<file path="src/rtl/alu_pkg.sv">
// Shared ALU types and constants: default widths, status bit positions and the
// result/status entry carried from the ALU to its consumers.
package alu_pkg;

  localparam int unsigned RES_W  = 9;
  localparam int unsigned STAT_W = 4;

  localparam int unsigned STAT_LT  = 0;  // A < B
  localparam int unsigned STAT_BIT = 1;  // bit-test result was zero

  typedef struct packed {
    logic [RES_W-1:0]  result;
    logic [STAT_W-1:0] status;
  } alu_entry_t;

endpackage

</file>
<file path="src/rtl/alu_fifo_mem.sv">
// DEPTH-entry storage with one synchronous write port and one asynchronous read port.
// Contents are intentionally not reset.
module alu_fifo_mem
  import alu_pkg::*;
#(
  parameter type         T     = alu_entry_t,
  parameter int unsigned DEPTH = 4,
  parameter int unsigned AW    = $clog2(DEPTH)
) (
  input  logic          i_clk,
  input  logic          i_we,
  input  logic [AW-1:0] i_waddr,
  input  T              i_wdata,
  input  logic [AW-1:0] i_raddr,
  output T              o_rdata
);

  T mem_q [DEPTH];

  always_ff @(posedge i_clk) begin
    if (i_we) mem_q[i_waddr] <= i_wdata;
  end

  assign o_rdata = mem_q[i_raddr];

endmodule

</file>
<file path="src/rtl/alu_result_fifo.sv">
// Captures ALU result/status pairs into a small circular FIFO and tracks sticky
// status flags plus a saturating count of accepted operations.
module alu_result_fifo
  import alu_pkg::*;
#(
  parameter int unsigned RES_W  = alu_pkg::RES_W,
  parameter int unsigned STAT_W = alu_pkg::STAT_W,
  parameter int unsigned DEPTH  = 4,
  parameter int unsigned CNT_W  = 16
) (
  input  logic              i_clk,
  input  logic              i_reset,
  input  logic              i_valid,
  input  logic [RES_W-1:0]  i_result,
  input  logic [STAT_W-1:0] i_status,
  output logic              o_ready,
  output logic              o_valid,
  output logic [RES_W-1:0]  o_result,
  output logic [STAT_W-1:0] o_status,
  input  logic              i_ready,
  input  logic              i_clear,
  output logic [STAT_W-1:0] o_sticky,
  output logic [CNT_W-1:0]  o_count,
  output logic              o_full,
  output logic              o_empty
);

  localparam int unsigned AW = $clog2(DEPTH);

  typedef struct packed {
    logic [RES_W-1:0]  result;
    logic [STAT_W-1:0] status;
  } entry_t;

  logic [AW-1:0]     wr_ptr_q, wr_ptr_d;
  logic [AW-1:0]     rd_ptr_q, rd_ptr_d;
  logic [AW:0]       occ_q, occ_d;
  logic [STAT_W-1:0] sticky_q, sticky_d;
  logic [CNT_W-1:0]  count_q, count_d;
  logic              push, pop;
  entry_t            wr_entry, rd_entry;

  // Full/empty come from registered occupancy only, so there is no bypass path.
  assign o_full  = (occ_q == (AW+1)'(DEPTH));
  assign o_empty = (occ_q == '0);
  assign o_ready = !o_full;
  assign o_valid = !o_empty;

  assign push = i_valid && !o_full;
  assign pop  = i_ready && !o_empty;

  assign wr_entry.result = i_result;
  assign wr_entry.status = i_status;

  alu_fifo_mem #(
    .T     (entry_t),
    .DEPTH (DEPTH),
    .AW    (AW)
  ) u_mem (
    .i_clk   (i_clk),
    .i_we    (push),
    .i_waddr (wr_ptr_q),
    .i_wdata (wr_entry),
    .i_raddr (rd_ptr_q),
    .o_rdata (rd_entry)
  );

  assign o_result = o_empty ? '0 : rd_entry.result;
  assign o_status = o_empty ? '0 : rd_entry.status;
  assign o_sticky = sticky_q;
  assign o_count  = count_q;

  always_comb begin
    wr_ptr_d = push ? wr_ptr_q + 1'b1 : wr_ptr_q;
    rd_ptr_d = pop  ? rd_ptr_q + 1'b1 : rd_ptr_q;
    occ_d    = occ_q;
    if (push && !pop)      occ_d = occ_q + 1'b1;
    else if (pop && !push) occ_d = occ_q - 1'b1;
  end

  // Clear discards the previous totals; a same-cycle push still counts.
  always_comb begin
    sticky_d = sticky_q;
    count_d  = count_q;
    if (i_clear) begin
      sticky_d = push ? i_status : '0;
      count_d  = push ? CNT_W'(1) : '0;
    end else if (push) begin
      sticky_d = sticky_q | i_status;
      count_d  = (count_q == '1) ? count_q : count_q + 1'b1;
    end
  end

  always_ff @(posedge i_clk or negedge i_reset) begin
    if (!i_reset) begin
      wr_ptr_q <= '0;
      rd_ptr_q <= '0;
      occ_q    <= '0;
      sticky_q <= '0;
      count_q  <= '0;
    end else begin
      wr_ptr_q <= wr_ptr_d;
      rd_ptr_q <= rd_ptr_d;
      occ_q    <= occ_d;
      sticky_q <= sticky_d;
      count_q  <= count_d;
    end
  end

endmodule
</file>
<file path="config.mk">
export PLATFORM = sky130hd
export DESIGN_NAME = alu_result_fifo
export DESIGN_NICKNAME = d
export VERILOG_FILES = /design/src/rtl/alu_pkg.sv /design/src/rtl/alu_fifo_mem.sv /design/src/rtl/alu_result_fifo.sv
export SDC_FILE = /design/constraint.sdc
export NUM_CORES = 1
export LEC_CHECK = 0
export CORE_UTILIZATION = 45
export DETAILED_ROUTE_END_ITERATION = 6
export PLACE_DENSITY = 0.74
export SETUP_SLACK_MARGIN = 0.02
export SYNTH_ARGS = -nofsm -noshare
export SYNTH_HDL_FRONTEND = slang
export SYNTH_SLANG_ARGS = --single-unit
export TNS_END_PERCENT = 30
</file>
<file path="constraint.sdc">
create_clock -name i_clk -period 2.4 [get_ports i_clk]
set_clock_uncertainty 0.2 [all_clocks]
set_input_delay 0.36 -clock i_clk [delete_from_list [all_inputs] [get_ports i_clk]]
set_output_delay 0.36 -clock i_clk [all_outputs]
set_load 0.02 [all_outputs]
</file>
==> summary.txt, run 1 <==
Detailed routing
  – Antenna viol nets, final: 0
  – Detailed-route via count: 2,169
  – Iter 0 DRT Violations: 62
  – DR WL/cell: 16.31 um
  – Via density: 5.277
  – First-pass iteration count of the detailed router: 4
  – Detailed Route WL: 6704 um
  – DRC Markers: 0

Status
  – Outcome: finished clean

GRT
  – Total gr overflow: 0
  – Pin count of the biggest net entering global routing: 28
  – All-layer global routing usage: 17.62%
  – Vias in the first global route: 2,218
  – Initial antenna violation count: 0
  – First-pass GRT wire length: 11,050 um

STA
  – Endpoints failing setup: 0
  – Setup TNS: 0 ns
  – Min Clock Period, post-route: 2.320 ns
  – Final period util: 96.68%
  – Worst Tran Pin Value: 0.4562 ns
  – Unrepaired setup endpoints after global routing: true
  – Final WS setup: 0.07975 ns
  – Final hold violations: 0
  – Max-slew violations: 0
  – Rel. slew slack: 69.47%
  – Max Freq: 431.0 MHz
  – Worst hold slack: 0.1881 ns

Placement
  – Port Buffers: 54
  – DP Wirelength: 4484 um
  – Worst slack at placement: -0.06679 ns
  – DP Area: 0.004237 mm^2
  – GP Congestion: 0.7934

Synthesis
  – Synth cell types: 45
  – Leading area contributor after synthesis: edfxtp_1
  – Synth Flop Type: edfxtp_1
  – Post-Syn Area: 0.003528 mm^2
  – FF+latch count, synth: 79
  – Post-Syn Instances: 236
  – Register area share after synthesis: 63.40%
  – Synth area leaders: edfxtp_1, dfrtp_1, mux4_2
  – Async set-or-reset flop fraction in the synthesized netlist: 34.18%
  – Share of the synthesized area in the top cell type: 44.26%
  – Mapped Avg Cell Area: 14.95 um^2
  – Post-synth EDFFs: 52
  – Mapped Nets: 261
  – Ys Warns: 0

Clocking
  – CTS Buffer Depth: 2
  – Sink Count: 79
  – CTS tree: done
  – Reg clk slew, reported paths: 0.09 ns
  – Hold-fix buffer count after cts: 0
  – Clock latency on the worst-skew pair: 0.34 ns
  – Root Driver: clkbuf_8
  – CTS Buf Count: 9
  – Htree depth: 3

Pwr
  – Leak: 1.748 nW
  – Power Dens Cells: 1054 mW/mm^2
  – Worst vdd ir: 0.4841 mV

Flow run
  – Max-cap violations: 0

Floorplan
  – Die area: 0.008199 mm^2
  – Core area: 0.007408 mm^2
  – Rows: 31
  – Io pins: 55
  – Die Ht: 90.55 um
  – Initial Util: 47.63%
  – Die Wd: 90.55 um

Hold path
  – Class of the worst hold path: in -> async

Finish
  – Number of diodes: 0
  – Final instance area: 0.004438 mm^2
  – Fillers: 573
  – Syn-to-layout area delta: 25.78%
  – Layout cells sized above 1: 25.64%
  – Multi-input logic area: 0.001217 mm^2
  – Sequential cell area: 0.002238 mm^2
  – Final nets: 332

Critical path
  – WP data arrival: 2.38 ns
  – Critical path fanouts, max: 3
  – Critical setup path kind: reg -> reg
  – Worst setup EP type: flip-flop
  – R2R Path Start: occ_q[2]$_DFFE_PN0P_
  – Startpoint types: flip-flop
  – R2R Setup Slk: 0.08 ns
  – Critical Path Start: occ_q[2]$_DFFE_PN0P_
  – Required @ worst endpoint: 2.46 ns
repair_timing:
item	4_1_cts	5_1_grt
endpoints found under the setup margin	18	9
pin swaps	0	1
resized for setup	61	9
buffers inserted	2	1
cloned	0	0
power by group:
group / switching (mW) / internal, mW
Clock: 0.511 / 0.500
Sequential: 0.160 / 1.74
Combinational: 0.887 / 0.878
Total: 1.56 / 3.12
stage by stage:
step | utilization [%] | power (mW) | instances
finish | 59.91 | 4.676 | 411
detailed placement | 57.19 | 3.767 | 392
global route | 59.91 | 4.928 | 411
CTS | 59.85 | 4.690 | 410
global placement | 57.19 | 3.728 | 392
floorplan | - | 3.022 | 236
critical path, stage by stage, from the launching register on:
cell and delay, ns:
dfrtp_1 0.40, or3_4 0.42, nand2_1 0.14, ha_1 0.19, inv_1 0.06, fa_1 0.36
xor2_1 0.15, nor2_1 0.14, xor2_1 0.18
registers in the layout, summed over array words and instances, names as in the netlist:
name,cells
occ_q,3
o_count,16
wr_ptr_q,2
rd_ptr_q,2
u_mem.mem_q,52
o_sticky,4
synth_stat cells, types with 3 or more instances:
cell type  number
edfxtp_1       52
dfrtp_1        27
and2_1         13
mux4_2         13
nand2_1        11
o21ai_0        11
xnor2_1        10
nand3_1         8
ha_1            6
nor2b_1         6
inv_1           5
mux2i_1         5
nand4_1         5
nor2_1          5
nor4_1          5
xor2_1          5
a22o_2          4
and3_2          4
buf_2           4
clkbuf_1        4
nor3_1          3
cell usage in the layout, fill, tap and decap left out, types with 6 or more instances in the layout:
cell type / n
and2_1: 11
buf_2: 11
buf_4: 13
clkbuf_8: 9
clkdlybuf4s50_1: 37
dfrtp_1: 26
edfxtp_1: 52
ha_1: 6
mux4_2: 13
nand2_1: 11
nand3_1: 8
nor2b_1: 6
o21ai_0: 11
xnor2_1: 10
kinds of logic (layout without fill, tap and decap cells):
family          Yosys count  count (layout)  share of synthesized area (%)
flops                    79              79                          63.40
simple gates             75              75                          13.23
fa+ha+maj                 7               7                          2.695
buf+inv                  17              93                          2.411
compound gates           24              24                          4.504
xor+xnor                 15              15                          3.723
mux                      19              19                          10.04
path summary, 6_finish.rpt:
check,to,cells past startpoint
max reg2reg,occ_q[2]$_DFFE_PN0P_,8
min reg2reg,o_sticky[2]$_DFFE_PN0P_,1
max,occ_q[2]$_DFFE_PN0P_,8
min,o_count[12]$_DFFE_PN0P_,2
max in group asynchronous,rd_ptr_q[1]$_DFFE_PN0P_,2
min in group i_clk,o_sticky[2]$_DFFE_PN0P_,1
area by class of cell:
| type | count | area share, % |
|---|---|---|
| Clock inverter | 7 | 1.889 |
| Tap cell | 99 | 2.791 |
| Multi-Input combinational cell | 140 | 27.43 |
| Timing Repair Buffer | 70 | 13.96 |
| Clock buffer | 9 | 2.791 |
| Inverter | 7 | 0.7048 |
| Sequential cell | 79 | 50.44 |
routing by layer:
layer / global-route usage [%] / up-vias / share of wire (%)
li1: - / 1036 / -
met1: 22.79 / 1081 / 46
met2: 28.60 / 47 / 49
met3: 3.620 / 5 / 4.7
met4: 8.065 / 0 / 0.88
met5: 0 / - / 0
No activity file was read; power rests on OpenSTA's default activity.
==> run 2: changes to the inputs <==
CORE_MARGIN = 2   (was unset)
==> run 2 against run 1 <==
  * Via count is 0.88% higher
  * Die area up 4.5%
  * Largest cell class unchanged
  * Critical path depth shrank 4
  * Critical path type is now reg -> out
  * Largest power group unchanged
==> summary.txt, run 2 (synthesized netlist as in run 1, its figures left out) <==
Pwr
  – Psw: 1.562 mW (was 1.558 mW)
  – Net Sw Frac: 32.04% (was 33.33%)
  – Comb pwr share: 35.8% (was 37.8%)
  – Clock Power Share: 25.1% (was 21.6%)
  – Power Total: 4.873 mW (was 4.676 mW)
  – Worst vdd ir: 0.3754 mV (was 0.4841 mV)
  – Leak: 1.767 nW (was 1.748 nW)
  – Sequential power share: 39.1% (was 40.6%)
  – Power Internal: 3.312 mW (was 3.117 mW)
  – Power Dens Cells: 1089 mW/mm^2 (was 1054 mW/mm^2)

STA
  – Min Clock Period, post-route: 2.339 ns (was 2.320 ns)
  – Rel. slew slack: 72.84% (was 69.47%)
  – Final WS setup: 0.06066 ns (was 0.07975 ns)
  – Setup TNS: 0 ns (unchanged)
  – Final period util: 97.47% (was 96.68%)
  – Final hold violations: 0 (unchanged)
  – Unrepaired setup endpoints after global routing: true (unchanged)
  – Max Freq: 427.5 MHz (was 431.0 MHz)
  – Max-slew violations: 0 (unchanged)
  – Endpoints failing setup: 0 (unchanged)
  – Worst Tran Pin Value: 0.4059 ns (was 0.4562 ns)
  – Worst hold slack: 0.1813 ns (was 0.1881 ns)

Critical path
  – Critical path fanouts, max: 10 (was 3)
  – Critical setup path kind: reg -> out (was reg -> reg)
  – WP data arrival: 1.78 ns (was 2.38 ns)
  – R2R Path Start: occ_q[1]$_DFFE_PN0P_ (was occ_q[2]$_DFFE_PN0P_)
  – Worst setup EP type: primary output (was flip-flop)
  – Required @ worst endpoint: 1.84 ns (was 2.46 ns)
  – Critical Path Start: occ_q[1]$_DFFE_PN0P_ (was occ_q[2]$_DFFE_PN0P_)
  – Startpoint types: flip-flop (unchanged)

Floorplan
  – Initial Util: 46.14% (was 47.63%)
  – Die Wd: 92.55 um (was 90.55 um)
  – Io pins: 55 (unchanged)
  – Core area: 0.007647 mm^2 (was 0.007408 mm^2)
  – Die Ht: 92.55 um (was 90.55 um)
  – Rows: 32 (was 31)
  – Die area: 0.008566 mm^2 (was 0.008199 mm^2)

Clocking
  – Hold-fix buffer count after cts: 0 (unchanged)
  – Htree depth: 3 (unchanged)
  – Clock latency on the worst-skew pair: 0.34 ns (about the same)
  – CTS tree: done (unchanged)
  – CTS Buf Count: 9 (unchanged)
  – CTS Buffer Depth: 2 (unchanged)
  – Sink Count: 79 (unchanged)
  – Reg clk slew, reported paths: 0.09 ns (about the same)
  – Root Driver: clkbuf_8 (unchanged)

Placement
  – Port Buffers: 54 (unchanged)
  – GP Congestion: 0.7552 (was 0.7934)
  – DP Wirelength: 4671 um (was 4484 um)
  – Worst slack at placement: -0.05482 ns (was -0.06679 ns)

Finish
  – Most frequent cells in the layout: edfxtp_1, clkdlybuf4s50_1, dfrtp_1 (unchanged)
  – Number of diodes: 0 (unchanged)
  – Top reg by flops: u_mem.mem_q (unchanged)
  – Final nets: 331 (was 332)
  – Syn-to-layout area delta: 26.77% (was 25.78%)
  – Max reg flops: 52 (unchanged)
  – Commonest non-fill, non-tap cell in the layout: edfxtp_1 (unchanged)
  – Layout cells sized above 1: 25.08% (was 25.64%)

Detailed routing
  – Wire length on met2: 3555 um (was 3267 um)
  – Top layer in use: met4 (unchanged)
  – First-pass iteration count of the detailed router: 4 (unchanged)
  – Via density: 5.298 (was 5.277)
  – Detailed Route WL: 6990 um (was 6704 um)
  – Antenna viol nets, final: 0 (unchanged)
  – DRC Markers: 0 (unchanged)
  – DR WL/cell: 16.92 um (was 16.31 um)
  – Iter 0 DRT Violations: 86 (was 62)
  – Routed wl met3: 286 um (was 312 um)
  – Detailed-route via count: 2,188 (was 2,169)
  – Metal1 wirelength: 3074 um (was 3065 um)

GRT
  – Pin count of the biggest net entering global routing: 28 (unchanged)
  – All-layer global routing usage: 17.39% (was 17.62%)
  – First-pass GRT wire length: 11,310 um (was 11,050 um)
  – Vias in the first global route: 2,264 (was 2,218)
  – Initial antenna violation count: 0 (unchanged)
  – Total gr overflow: 0 (unchanged)

Flow run
  – Max-cap violations: 0 (unchanged)

Hold path
  – Class of the worst hold path: in -> async (unchanged)

Status
  – Outcome: finished clean (unchanged)
run 2: cell types whose count changed in the layout (fill, tap and decap cells not counted), sizes merged:
cell / before / now
buf: 29 / 28
bufinv: 1 / 3
clkdlybuf4s15: 1 / 0
clkinvlp: 1 / 0
dlygate4sd2: 3 / 4
inv: 11 / 10
run 2: final timing paths:
| path | cells after the start | slack, ns | to |
|---|---|---|---|
| hold / removal | 2 | 0.18 | o_count[9]$_DFFE_PN0P_ |
| hold reg to reg | 1 | 0.30 | occ_q[2]$_DFFE_PN0P_ |
| min in group i_clk | 1 | 0.30 | occ_q[2]$_DFFE_PN0P_ |
| setup / recovery | 4 | 0.06 | o_full |
| max in group asynchronous | 2 | 1.53 | rd_ptr_q[1]$_DFFE_PN0P_ |
| setup reg to reg | 7 | 0.13 | occ_q[1]$_DFFE_PN0P_ |
run 2: through the flow:
| step | utilization [%] | cell area, um^2 | instances |
|---|---|---|---|
| finish | 58.49 | 4473 | 413 |
| global route | 58.49 | 4473 | 413 |
| CTS | 58.36 | 4463 | 412 |
| detailed placement | 55.51 | 4245 | 394 |
| global placement | 55.51 | 4245 | 394 |
| floorplan | - | 3528 | 236 |
run 2: critical path, cell delays in order (launching register included):
cell and delay [ns]:
dfrtp_1 0.43, or3b_4 0.43, buf_4 0.20, inv_2 0.06, dlygate4sd2_1 0.32
run 2: final cells by class:
| type | instances | area, um^2 |
|---|---|---|
| fill | 596 | 3174 |
| sequential | 79 | 2238 |
| multi-input combinational | 140 | 1215 |
| timing repair buffer | 69 | 609.3 |
| clock inverter | 7 | 127.6 |
| tap | 102 | 127.6 |
| clock buffer | 9 | 123.9 |
| inverter | 7 | 31.28 |
run 2: repair_timing:
| item | CTS | global route |
|---|---|---|
| pin swaps | 0 | 1 |
| setup buffers | 2 | 1 |
| gates resized for setup | 60 | 4 |
| setup endpoints to repair | 18 | 4 |
run 2: power by group through the flow:
stage	combinational, mW	sequential (mW)	clock [mW]
2_1_floorplan	1.13	1.89	0
3_3_place_gp	1.85	1.92	0
3_5_place_dp	1.87	1.93	0
4_1_cts	1.74	1.91	1.24
5_1_grt	1.89	1.93	1.29
6_report	1.75	1.91	1.22
run 2: metal layers:
layer  GRT usage [%]  vias up
met4           6.716        0
met1           22.61     1098
met3           3.011        7
li1                -     1030
met2           29.26       53
met5               0        -
